$ cat src/rtl/spi_ctl_tx.sv
// SPI mode-0 controller transmitter: shifts bytes MSB-first, and bytes offered back-to-back share one CSN burst.
// Defining SPI_CTL_TX_RX_EN adds the receive path (spi_sdi, rx_data, rx_stb).
//
// state | meaning
// IDLE  | waiting for a byte, CSN high
// LEAD  | CSN setup before the first SCK rise
// HIGH  | SCK high; peripheral samples on entry
// LOW   | SCK low; next bit already on SDO
// TAIL  | CSN hold after the last SCK fall
// GAP   | minimum CSN-high time before IDLE
module spi_ctl_tx #(
    parameter int CLK_DIV = 4
) (
    input  logic       clk,
    input  logic       rst,
    input  logic [7:0] data,
    input  logic       stb,
    output logic       ready,
    output logic       done,
    output logic       spi_sck,
    output logic       spi_csn,
    output logic       spi_sdo
`ifdef SPI_CTL_TX_RX_EN
    ,
    input  logic       spi_sdi,
    output logic [7:0] rx_data,
    output logic       rx_stb
`endif
);

    localparam int DIV_W = $clog2(CLK_DIV + 1);
    localparam logic [DIV_W-1:0] DIV_LOAD = DIV_W'(CLK_DIV - 1);
    localparam logic [DIV_W-1:0] DIV_ONE  = DIV_W'(1);

    typedef enum logic [2:0] {
        IDLE,
        LEAD,
        HIGH,
        LOW,
        TAIL,
        GAP
    } state_t;

    state_t           state;
    logic [DIV_W-1:0] div_cnt;
    logic [2:0]       bit_idx;
    logic [6:0]       tx_shift;
    logic             phase_end;
    logic             last_bit;

    // Phase timer is a down-counter reloaded on every state change.
    assign phase_end = (div_cnt == '0);
    assign last_bit  = (bit_idx == 3'd0);
    assign ready     = (state == IDLE) || (state == HIGH && phase_end && last_bit);

    always_ff @(posedge clk) begin
        if (rst) begin
            state    <= IDLE;
            div_cnt  <= DIV_LOAD;
            bit_idx  <= 3'd0;
            tx_shift <= '0;
            spi_sck  <= 1'b0;
            spi_csn  <= 1'b1;
            spi_sdo  <= 1'b0;
            done     <= 1'b0;
        end else begin
            done <= 1'b0;
            if (state != IDLE && !phase_end) begin
                div_cnt <= div_cnt - DIV_ONE;
            end
            case (state)
                IDLE: begin
                    if (stb) begin
                        tx_shift <= data[6:0];
                        spi_sdo  <= data[7];
                        spi_csn  <= 1'b0;
                        bit_idx  <= 3'd7;
                        div_cnt  <= DIV_LOAD;
                        state    <= LEAD;
                    end
                end
                LEAD: begin
                    if (phase_end) begin
                        spi_sck <= 1'b1;
                        div_cnt <= DIV_LOAD;
                        state   <= HIGH;
                    end
                end
                HIGH: begin
                    if (phase_end) begin
                        spi_sck <= 1'b0;
                        div_cnt <= DIV_LOAD;
                        if (!last_bit) begin
                            spi_sdo  <= tx_shift[6];
                            tx_shift <= {tx_shift[5:0], 1'b0};
                            bit_idx  <= bit_idx - 3'd1;
                            state    <= LOW;
                        end else begin
                            done <= 1'b1;
                            // A waiting byte continues the burst with no SCK gap.
                            if (stb) begin
                                tx_shift <= data[6:0];
                                spi_sdo  <= data[7];
                                bit_idx  <= 3'd7;
                                state    <= LOW;
                            end else begin
                                state <= TAIL;
                            end
                        end
                    end
                end
                LOW: begin
                    if (phase_end) begin
                        spi_sck <= 1'b1;
                        div_cnt <= DIV_LOAD;
                        state   <= HIGH;
                    end
                end
                TAIL: begin
                    if (phase_end) begin
                        spi_csn <= 1'b1;
                        div_cnt <= DIV_LOAD;
                        state   <= GAP;
                    end
                end
                GAP: begin
                    if (phase_end) begin
                        div_cnt <= DIV_LOAD;
                        state   <= IDLE;
                    end
                end
                default: begin
                    state <= IDLE;
                end
            endcase
        end
    end

`ifdef SPI_CTL_TX_RX_EN
    logic [6:0] rx_shift;

    // SDI is taken in the last HIGH cycle, i.e. just before SCK falls.
    always_ff @(posedge clk) begin
        if (rst) begin
            rx_shift <= '0;
            rx_data  <= '0;
            rx_stb   <= 1'b0;
        end else begin
            rx_stb <= 1'b0;
            if (state == HIGH && phase_end) begin
                rx_shift <= {rx_shift[5:0], spi_sdi};
                if (last_bit) begin
                    rx_data <= {rx_shift, spi_sdi};
                    rx_stb  <= 1'b1;
                end
            end
        end
    end
`endif

endmodule

$ cat config.mk
export PLATFORM = sky130hd
export DESIGN_NAME = spi_ctl_tx
export DESIGN_NICKNAME = d
export VERILOG_FILES = /design/src/rtl/spi_ctl_tx.sv
export SDC_FILE = /design/constraint.sdc
export NUM_CORES = 1
export LEC_CHECK = 0
export CAP_MARGIN = 20
export CORE_ASPECT_RATIO = 0.8
export CORE_UTILIZATION = 50
export DETAILED_ROUTE_END_ITERATION = 8
export PLACE_DENSITY = 0.75
export SYNTH_ARGS = -nofsm -noshare
export SYNTH_HDL_FRONTEND = slang
export SYNTH_SLANG_ARGS = --single-unit
$ cat constraint.sdc
create_clock -name clk -period 4.4 [get_ports clk]
set_input_delay 1.32 -clock clk [delete_from_list [all_inputs] [get_ports clk]]
set_output_delay 1.32 -clock clk [all_outputs]
set_load 0.005 [all_outputs]
==> impl_metrics.json, run 1 <==
{
  "path_clk_slew_ps": 110,
  "ys_types": 36,
  "coreArea_mm2": 0.00194,
  "final_area_mm2": 0.00125,
  "cp.required_ps": 3080,
  "antenna_found_initial": 0,
  "p_per_area_mw_per_mm2": 282,
  "finalNetCount": 149,
  "grt_pass1_vias": 842,
  "post-place-cells": 152,
  "finalMaxSlewViolations": 0,
  "min_path_type": "flip-flop to flip-flop",
  "htreeDepth": 1,
  "crit_chain": "inv_1 -> ha_1 -> or2b_2 -> o21ai_0 -> nor3b_1 -> clkdlybuf4s50_1",
  "dr.pass1.iters": 4,
  "post_cts_buffers": 0,
  "grt_pass1_wl_um": 3480,
  "grtUsageMet3": 0.0667,
  "holdPathStages": 1,
  "synthesis.area_mm2": 0.00108,
  "rows": 14,
  "endpoint_kind": "output pin",
  "yosysWarnings": 0,
  "gp_congestion": 0.852,
  "hp-start": "bit_idx[1]$_SDFFE_PP0P_",
  "die_w_um": 53.9,
  "r2r_end": "tx_shift[4]$_SDFFE_PP0P_",
  "worstHoldEndpoint": "bit_idx[1]$_SDFFE_PP0P_",
  "ys_ff_latch": 20,
  "postLayoutCoreUtil": 0.643,
  "r2r_start": "bit_idx[0]$_SDFFE_PP0P_",
  "peakVddDrop_mv": 0.214,
  "criticalPathCategory": "flip-flop to output pin",
  "wire_per_inst_um": 13.4,
  "synthToLayoutAreaGrowth_pct": 16.0,
  "ctsLongestPathBuffers": 2,
  "fin_skew_ps": 5.77,
  "regArea_um2": 400,
  "rrSetupSlack_ps": 2410,
  "cts_buffers": 3,
  "worstMarginPinSlew_ps": 697,
  "fmax_ghz": 0.277,
  "die_area_mm2": 0.00235,
  "use_met2": 0.316,
  "start_kind": "flip-flop",
  "syn_inst": 119,
  "drtAntennaViolNets": 0,
  "slew_headroom": 0.534,
  "syn-num-nets": 135,
  "hpwl_um": 1410,
  "grt.overflow.total": 0,
  "nFillCells": 184,
  "reg2reg_depth": 6,
  "drive_above_1_share": 0.115,
  "grt_setup_unrepaired": "no",
  "drcViolationCount": 0,
  "synth_edf_count": 0,
  "slowest_stage": "clkdlybuf4s50_1",
  "status": "completed",
  "cts_resized": 0,
  "port_buffers": 15,
  "synth-async-reset-ratio": 0,
  "finalCritPeriodShare": 0.819,
  "cts_sinks": 20,
  "vias_per_cell": 5.75,
  "drt_iter0_drc": 18,
  "fin_cells": 155,
  "crit_fanout": 6,
  "start_util": 0.554,
  "avgSynthCellArea_um2": 9.05,
  "synth_ff_type": "dfxtp_1",
  "root_buffer": "clkbuf_4",
  "grt_max_degree": 21,
  "postCtsHoldBufs": 0,
  "antenna_cells": 0,
  "cts_tree": "built",
  "io_pins": 16,
  "fp.dieH_um": 43.5,
  "top_usage_layer": "met2",
  "grt_usage": 0.205,
  "post_dp_cell_area_mm2": 0.00123,
  "met1_usage": 0.274,
  "routed_wl_um": 2080,
  "ys_seq_area_frac": 0.372,
  "tns_ps": 0,
  "cp.arrival_ps": 2290,
  "clock_latency_ps": 300,
  "vias": 892,
  "p_leak_nw": 0.504,
  "setup_viol": 0,
  "max_stage_delay_ps": 530,
  "multi_input_area_um2": 594,
  "cap_violations": 0,
  "min_period_ps": 3610,
  "hold_violations": 0
}
==> cell usage after synthesis (2+ instances only) <==
library cell	n	area (µm²)
o221a_2	7	78.8
dfxtp_1	20	400
ha_1	5	62.6
clkbuf_1	5	18.8
o31ai_1	3	22.5
nor3b_1	3	22.5
a21oi_1	13	65.1
nor2_1	4	15.0
nand3b_1	2	15.0
nor3_1	5	25.0
o21bai_1	2	15.0
nand2_1	7	26.3
inv_1	14	52.6
a211oi_1	3	22.5
o21a_1	2	15.0
o21ai_0	4	20.0
==> layer usage <==
metal | routed length, µm | vias to the layer above | part of all wire
met5 | 0 | - | 0
met3 | 112 | 2 | 0.054
met4 | 14 | 0 | 0.0067
met2 | 948 | 20 | 0.46
met1 | 1000 | 409 | 0.48
li1 | - | 461 | -
==> kinds of logic after synthesis <==
kind of cell | share of synthesized area
xor gates and xnor gates | 0.00813
buffers and inverters | 0.0767
DFF | 0.372
AOI/OAI and AO/OA | 0.276
and+or+nand+nor | 0.200
muxes | 0.00929
adders and majority gates | 0.0581
==> flip-flops by register name, summed over array words and instances, names as in the netlist <==
register / cells
spi_sck: 1
div_cnt: 3
done: 1
bit_idx: 3
tx_shift: 7
spi_sdo: 1
spi_csn: 1
state: 3
==> worst max-delay path, delay by kind of cell, from the launching register on <==
family | cells | cell delay (ps)
flip-flops | 1 | 340
buffers and inverters | 2 | 620
AO/OA/AOI/OAI | 1 | 260
AND/OR/NAND/NOR | 2 | 590
adder cells (fa/ha/maj) | 1 | 180
==> per-stage QoR <==
step | power (W) | hold slack [ps] | worst slack (ps)
5_1_grt | 0.000374 | 503 | 590
2_1_floorplan | 0.000248 | 435 | 1760
6_report | 0.000353 | 476 | 794
3_5_place_dp | 0.000271 | 455 | 1190
4_1_cts | 0.000358 | 482 | 771
3_3_place_gp | 0.000269 | 448 | 1230
==> how the worst max path moves through the flow <==
stage / endpoint / slack (ps) / from
4_1_cts: ready / 770 / bit_idx[0]$_SDFFE_PP0P_
3_5_place_dp: ready / 1190 / bit_idx[0]$_SDFFE_PP0P_
6_report: ready / 790 / bit_idx[0]$_SDFFE_PP0P_
3_3_place_gp: ready / 1230 / bit_idx[0]$_SDFFE_PP0P_
5_1_grt: ready / 590 / bit_idx[0]$_SDFFE_PP0P_
2_1_floorplan: ready / 1760 / bit_idx[0]$_SDFFE_PP0P_
==> cell type report <==
type | instances | area share
flip-flops and latches | 20 | 0.320
multi-input cells | 79 | 0.475
inverters | 14 | 0.0420
repair buffers | 15 | 0.120
well taps | 24 | 0.0240
clock buffers | 3 | 0.0180
==> power by group <==
| group | switching (W) | leakage, nW | internal (W) |
|---|---|---|---|
| Combinational | 0.0000297 | 0.325 | 0.0000357 |
| Clock | 0.0000533 | 0.0138 | 0.0000319 |
| Sequential | 0.00000890 | 0.165 | 0.000193 |
==> placed cells by master (no fill, tap or decap), types with 4 or more instances in the layout <==
cell type        count
dfxtp_1             20
clkdlybuf4s50_1     15
inv_1               14
a21oi_1             13
nand2_1              7
o221a_2              7
nor3_1               5
ha_1                 5
o21ai_0              4
nor2_1               4
No activity file was read; power rests on OpenSTA's default activity.
==> run 2, diff against run 1 <==
- clock period: 4.4 -> 3.7 ns (I/O delays scaled with it)
==> results of run 2 <==
The final DEF is identical to that of run 1. Status: completed.
Main changes from that run: setup slack after placement 1190 ps -> 695 ps; setup slack after layout 794 ps -> 304 ps; register-to-register setup slack 2410 ps -> 1710 ps; total power 0.000353 W -> 0.000420 W; worst IR drop on VDD 0.214 mV -> 0.254 mV
==> run 3, diff against run 2 <==
- CTS_CLUSTER_SIZE: default -> 24
- SLEW_MARGIN: default -> 0
- clock period: 3.7 -> 3.2 ns (I/O delays scaled with it)
==> run 3 against run 2 <==
Compared with the run above: critical path depth unchanged; sequential power increased by 15%; clock skew decreased by 3.2 ps; largest power group unchanged; highest routed layer unchanged; setup slack got worse by 160 ps.
==> impl_metrics.json, run 3 (synthesis gave the netlist of run 1 again) <==
{
  "htreeDepth": 1,
  "port_buffers": 15,
  "antenna_found_initial": 0,
  "cts_buffers": 3,
  "nFillCells": 157,
  "fmax_ghz": 0.328,
  "die_w_um": 53.9,
  "drtAntennaViolNets": 0,
  "multi_input_area_um2": 603,
  "drive_above_1_share": 0.136,
  "min_path_type": "flip-flop to flip-flop",
  "routed_wl_um": 2030,
  "clockPowerShare": 0.243,
  "root_buffer": "clkbuf_4",
  "final_common_cell": "dfxtp_1",
  "criticalPathCategory": "flip-flop to output pin",
  "grt_pass1_vias": 864,
  "crit_chain": "inv_1 -> ha_1 -> or2b_2 -> o21ai_2 -> nor3b_2 -> clkdlybuf4s50_1",
  "finalWorstSetupSlack_ps": 147,
  "finalNetCount": 150,
  "final_cell_mix": "dfxtp_1 (20), clkdlybuf4s50_1 (15), inv_1 (14)",
  "cts_sinks": 20,
  "vias": 879,
  "wire_per_inst_um": 13.0,
  "holdPathStages": 1,
  "ctsLongestPathBuffers": 2,
  "cp.required_ps": 2240,
  "top_register": "tx_shift",
  "vias_per_cell": 5.63,
  "slowest_stage": "clkdlybuf4s50_1",
  "rows": 14,
  "coreArea_mm2": 0.00194,
  "top_usage_layer": "met1",
  "largest_reg_flops": 7,
  "path_clk_slew_ps": 110,
  "cts_tree": "built",
  "crit_fanout": 6,
  "cell_internal_pwr_w": 0.000360,
  "grt_setup_unrepaired": "no",
  "post_cts_buffers": 0,
  "place_ws_ps": 381,
  "finalMaxSlewViolations": 0,
  "fin_skew_ps": 2.53,
  "status": "completed",
  "die_area_mm2": 0.00235,
  "p_comb_frac": 0.186,
  "drt_iter0_drc": 22,
  "finalCritPeriodShare": 0.954,
  "dr.pass1.iters": 4,
  "reg2reg_depth": 6,
  "start_util": 0.554,
  "antenna_cells": 0,
  "regArea_um2": 400,
  "min_period_ps": 3050,
  "slew_headroom": 0.564,
  "grt.overflow.total": 0,
  "p_sw_w": 0.000127,
  "fp.dieH_um": 43.5,
  "swShare": 0.261,
  "synthToLayoutAreaGrowth_pct": 17.5,
  "cap_violations": 0,
  "grt_usage": 0.217,
  "peakVddDrop_mv": 0.243,
  "setup_viol": 0,
  "p_per_area_mw_per_mm2": 385,
  "use_met2": 0.304,
  "endpoint_kind": "output pin",
  "grt_max_degree": 17,
  "cp.arrival_ps": 2090,
  "max_stage_delay_ps": 520,
  "p_leak_nw": 0.511,
  "gp_congestion": 0.849,
  "io_pins": 16,
  "start_kind": "flip-flop",
  "hpwl_um": 1390,
  "hold_violations": 0,
  "pwr-share-seq": 0.571,
  "grt_pass1_wl_um": 3680,
  "clock_latency_ps": 300,
  "grtUsageMet3": 0.0772,
  "drcViolationCount": 0,
  "tns_ps": 0,
  "worstMarginPinSlew_ps": 653,
  "met1_usage": 0.310
}
run 3: changes by cell type in the layout (fill, tap and decap cells not counted):
cell | before | now
buf_4 | 0 | 1
nor3b_1 | 3 | 2
o21ai_2 | 0 | 1
o21ai_0 | 4 | 3
nor3b_2 | 0 | 1
run 3: path summary, 6_finish.rpt:
check | start | end | slack [ps]
setup / recovery | bit_idx[0]$_SDFFE_PP0P_ | ready | 150
hold / removal | bit_idx[1]$_SDFFE_PP0P_ | bit_idx[1]$_SDFFE_PP0P_ | 480
setup reg to reg | bit_idx[0]$_SDFFE_PP0P_ | tx_shift[6]$_SDFFE_PP0P_ | 1230
hold reg to reg | bit_idx[1]$_SDFFE_PP0P_ | bit_idx[1]$_SDFFE_PP0P_ | 480
run 3: final cells by class:
class	instances	area share
clock buffers	3	0.0178
inverters	14	0.0415
multi-input cells	79	0.476
flip-flops and latches	20	0.316
well taps	24	0.0237
repair buffers	16	0.125
run 3: power groups by stage:
stage	combinational (W)	clock (W)	sequential [W]
final	0.0000906	0.000118	0.000278
after global routing	0.000102	0.000135	0.000281
after CTS	0.0000901	0.000127	0.000278
after detailed placement	0.0000896	0	0.000284
after global placement	0.0000880	0	0.000283
after floorplan	0.0000614	0	0.000280
run 3: through the flow:
stage / std cells / utilization / hold slack, ps / total power [W] / instance area [µm²]
3_5_place_dp: 153 / 0.635 / 456 / 0.000373 / 1230
5_1_grt: 156 / 0.651 / 498 / 0.000518 / 1270
6_report: 156 / 0.651 / 476 / 0.000487 / 1270
2_1_floorplan: 119 / - / 435 / 0.000341 / 1080
4_1_cts: 156 / 0.647 / 484 / 0.000495 / 1260
3_3_place_gp: 153 / 0.635 / 448 / 0.000371 / 1230
run 3: worst max-delay path, delay by kind of cell (launching register included):
| family | cells | cell delay, ps |
|---|---|---|
| AOI/OAI and AO/OA | 1 | 170 |
| adders and majority gates | 1 | 150 |
| buffers and inverters | 2 | 600 |
| DFF | 1 | 340 |
| and+or+nand+nor | 2 | 530 |
run 3: layer usage:
layer / part of all wire / vias to the layer above
met1: 0.51 / 389
met5: 0 / -
met2: 0.42 / 23
li1: - / 465
met3: 0.062 / 2
met4: 0.0049 / 0
run 3: repair_timing:
item	in CTS	in global routing
endpoints found under the hold margin	0	0
hold buffers	0	0
setup endpoints to repair	0	1
resized for setup	0	3
==> RTL edit 1 (config.mk and constraints of run 3) <==
Set the parameter `CLK_DIV` to 8 (it was 4).
--- a/src/rtl/spi_ctl_tx.sv
+++ b/src/rtl/spi_ctl_tx.sv
@@ -11,3 +11,3 @@
 module spi_ctl_tx #(
-    parameter int CLK_DIV = 4
+    parameter int CLK_DIV = 8
 ) (
Check against the original RTL: not equivalent (a bounded check fails within 10 cycles, from zero or initial values and one cycle with rst high).
==> RTL edit 1 against run 3 <==
Clock skew decreased by 0.00080 ns; final cell count increased by 10%; first-iteration DRC count increased by 23%; critical path depth unchanged; final area increased by 8.1%; register-to-register slack got worse by 0.11 ns; area after synthesis increased by 9.8%; sequential cell count increased by 1; largest cell class unchanged; non-clock buffer count increased by 2; routed wire length increased by 16%; setup slack improved by 0.041 ns; die area increased by 9.4%.
Power is not compared: it rests on default switching activity, and its combinational part moved more than twofold at a synthesized area within 25%.
==> RTL edit 1: results <==
set metrics [dict create \
    timing.rr.end "bit_idx[2]" \
    yosys-top-cells-area "dfxtp_1 36%, mux2i_1 7.6%, a211oi_1 5.7%" \
    gp_congestion 0.806 \
    antenna_found_initial 0 \
    fin_nets 162 \
    crit_arrival_ns 2.05 \
    viasPerCell 6.01 \
    drive_above_1_share_pct 11.6 \
    nFillCells 213 \
    tightest_slew_ns 0.775 \
    whs_endpoint "div_cnt[1]" \
    place_area_um2 1330 \
    min-delay-start "div_cnt[1]" \
    dp_hpwl_mm 1.71 \
    reg2reg_from "div_cnt[0]" \
    gr-usage-all-layers_pct 20.7 \
    critPathMaxFanout 3 \
    grt_max_degree 20 \
    status "complete, no violations" \
    firstDrtPassIters 7 \
    ys_seq_area_share_pct 35.6 \
    synth_common_cells "21 x dfxtp_1, 12 x a21oi_1, 12 x nand2_1, 9 x a211oi_1, 9 x mux2i_1" \
    rrSetupSlack_ns 1.12 \
    synthesis.nets 148 \
    drtIter0Drc 27 \
]
RTL edit 1: cell type report:
cell class | count | area [um^2] | share of cell area (%)
Tap cell | 25 | 31.3 | 2.29
Multi-Input combinational cell | 98 | 694 | 50.7
Sequential cell | 21 | 420 | 30.7
Timing Repair Buffer | 18 | 173 | 12.6
Inverter | 6 | 22.5 | 1.65
Clock inverter | 1 | 5.00 | 0.366
Clock buffer | 3 | 22.5 | 1.65
RTL edit 1: kinds of logic after synthesis:
kind of cell    count (synthesis)  share of synthesized area [%]
simple gates                   46                           22.1
compound gates                 39                           24.4
flops                          21                           35.6
buf+inv                        15                           6.35
mux                             9                           7.62
fa+ha+maj                       3                           3.17
xor+xnor                        1                          0.741
RTL edit 1: report_power, final:
part,switching [W],total (W),internal [W]
registers,0.0000305,0.000327,0.000297
logic,0.000128,0.000240,0.000111
clock network,0.0000849,0.000132,0.0000467
RTL edit 1: worst register-to-register path, cell delays in order (launching register included):
cell	delay, ns
dfxtp_1	0.33
inv_1	0.08
ha_1	0.22
or3b_1	0.48
a21boi_4	0.49
a31oi_1	0.15
a311oi_1	0.26
RTL edit 1: how the worst max path moves through the flow:
| stage | end | slack, ns | depth (start not counted) |
|---|---|---|---|
| after CTS | ready | 0.05 | 6 |
| final | ready | 0.19 | 6 |
| after floorplan | ready | 0.91 | 5 |
| after detailed placement | bit_idx[2] | 0.38 | 5 |
| after global routing | ready | 0.04 | 6 |
| after global placement | bit_idx[2] | 0.41 | 5 |
RTL edit 1: per-stage QoR:
step | hold slack [ns] | instances | util [%] | setup WS, ns
6_report | 0.508 | 172 | 62.3 | 0.188
5_1_grt | 0.535 | 172 | 62.3 | 0.0353
4_1_cts | 0.513 | 172 | 62.0 | 0.0526
3_5_place_dp | 0.496 | 168 | 60.7 | 0.383
3_3_place_gp | 0.454 | 168 | 60.7 | 0.413
2_1_floorplan | 0.438 | 134 | - | 0.908
RTL edit 1: routing by layer:
layer	vias up	wire length, um	track usage, %
met5	-	0	0
met4	0	38	7.80
met3	4	158	7.10
met2	40	1110	36.2
met1	478	1050	24.1
li1	512	-	-
RTL edit 1: timing repair:
action,4_1_cts,5_1_grt
setup endpoints to repair,0,1
endpoints found under the hold margin,0,0
gates resized for setup,0,2
==> RTL edit 2 (config.mk and constraints of run 3) <==
Made on the original files. Encoding of `state_t`: now one-hot (6 bits for 6 states).
--- a/src/rtl/spi_ctl_tx.sv
+++ b/src/rtl/spi_ctl_tx.sv
@@ -34,9 +34,9 @@
 
-    typedef enum logic [2:0] {
-        IDLE,
-        LEAD,
-        HIGH,
-        LOW,
-        TAIL,
-        GAP
+    typedef enum logic [5:0] {
+        IDLE = 6'b000001,
+        LEAD = 6'b000010,
+        HIGH = 6'b000100,
+        LOW  = 6'b001000,
+        TAIL = 6'b010000,
+        GAP  = 6'b100000
     } state_t;
Behaviour: no difference found for any inputs over 10 cycles, from zero or initial values and one cycle with rst high; not proved beyond that.
==> RTL edit 2 against run 3 <==
Area after synthesis grew 23%; non-clock buffer count grew 3; combinational power up 89%; first-iteration DRC count rose to 2.7 times the old value; final area grew 20%; sequential cell count grew 3; fmax barely moved; setup slack is essentially flat; routed wire length increased by 46%; final cell count up 35%; register-to-register slack worse by 0.17 ns; total power rose by 31%; largest power group unchanged; highest routed layer unchanged.
==> RTL edit 2: results <==
set metrics [dict create \
    status "complete, no violations" \
    grt_pass1_vias 917 \
    viasPerCell 5.80 \
    nFillCells 252 \
    root_buffer "clkbuf_4" \
    clock_skew_ns 0.0127 \
    firstDrtPassIters 4 \
    synthesis.nets 178 \
    yosys-top-cells-area "dfxtp_1 35%, nand2_1 6.3%, nor2_1 6.0%" \
    whs_endpoint "div_cnt[0]" \
    tns_ns 0 \
    timing.rr.end "tx_shift[3]" \
    antenna_found_initial 0 \
    drive_above_1_share_pct 9.77 \
    yosys_warnings 0 \
    diodes 0 \
    ir_worst_vdd_mv 0.247 \
    dp_hpwl_mm 2.14 \
    tightest_slew_ns 0.544 \
    gp_congestion 0.877 \
    synthFlopType "dfxtp_1" \
    dpl_worst_slack_ns 0.371 \
    r2r_cells 6 \
    async_flop_share_pct 0 \
    cp_top_family "buffers and inverters" \
    rrSetupSlack_ns 1.06 \
    routed_wl_mm 2.97 \
    cpMaxStageDelayCell "clkdlybuf4s50_1" \
    numCtsBuffers 3 \
    critPathMaxFanout 9 \
    gr-usage-all-layers_pct 21.6 \
    drtIter0Drc 59 \
    hold_path_depth 1 \
    min-delay-start "div_cnt[0]" \
    fin_nets 190 \
    ys_seq_area_share_pct 34.9 \
    clock_latency_ns 0.32 \
    cts.reportedPaths.clkPinSlew_ns 0.14 \
    synth_cell_types 39 \
    htree_levels 1 \
    crit_arrival_ns 2.09 \
    grt_max_degree 18 \
    grt_pass1_wl_mm 4.41 \
    swShare_pct 31.3 \
    leakagePower_nw 0.596 \
    reg2reg_from "state[4]" \
    synth_common_cells "23 x dfxtp_1, 22 x nand2_1, 21 x nor2_1, 10 x a21oi_1" \
]
[RTL edit 2: worst max path at each step]
| stage | startpoint | to | slack [ns] | cells past startpoint |
|---|---|---|---|---|
| 2_1_floorplan | div_cnt[0] | ready | 1.07 | 5 |
| 3_3_place_gp | div_cnt[0] | ready | 0.47 | 6 |
| 3_5_place_dp | div_cnt[0] | ready | 0.37 | 6 |
| 4_1_cts | state[2] | ready | 0.06 | 4 |
| 5_1_grt | state[2] | ready | 0.02 | 4 |
| 6_report | state[2] | ready | 0.15 | 4 |
[RTL edit 2: cell families (layout without fill, tap and decap cells)]
group                    count (synthesis)  count (layout)  share of synthesized area [%]
adder cells (fa/ha/maj)                  4               4                           3.79
buffers and inverters                   18              29                           7.20
XOR/XNOR                                 3               3                           1.99
flip-flops                              23              23                           34.9
AND/OR/NAND/NOR                         77              77                           30.0
AO/OA/AOI/OAI                           36              36                           20.6
multiplexers                             2               2                           1.52
[RTL edit 2: per-stage QoR]
| stage | utilization (%) | hold WS, ns | instances |
|---|---|---|---|
| global placement | 59.0 | 0.447 | 205 |
| global route | 61.1 | 0.489 | 210 |
| finish | 61.1 | 0.470 | 210 |
| floorplan | - | 0.440 | 163 |
| CTS | 60.2 | 0.476 | 209 |
| detailed placement | 59.0 | 0.458 | 205 |
[RTL edit 2: routing by layer]
layer	GRT usage (%)	vias to the layer above	wire length, um
met2	29.9	46	1280
met3	5.95	4	214
li1	-	600	-
met4	5.24	0	21
met1	32.5	569	1450
met5	0	-	0
[RTL edit 2: timing repair]
item / 4_1_cts / 5_1_grt
endpoints found under the setup margin: 1 / 1
setup buffers: 0 / 1
resized for setup: 1 / 3
pin swaps: 0 / 1
[RTL edit 2: final cells by class]
type | instances | area share [%]
multi-input combinational | 122 | 51.6
sequential | 23 | 30.4
timing repair buffer | 19 | 11.9
tap | 36 | 2.97
clock buffer | 4 | 1.73
inverter | 6 | 1.49
[RTL edit 2: power by group through the flow]
stage | registers (W) | clock network (W) | logic [W]
6_report | 0.000327 | 0.000141 | 0.000171
3_5_place_dp | 0.000333 | 0 | 0.000163
4_1_cts | 0.000327 | 0.000144 | 0.000164
5_1_grt | 0.000330 | 0.000160 | 0.000190
3_3_place_gp | 0.000332 | 0 | 0.000159
2_1_floorplan | 0.000326 | 0 | 0.000120
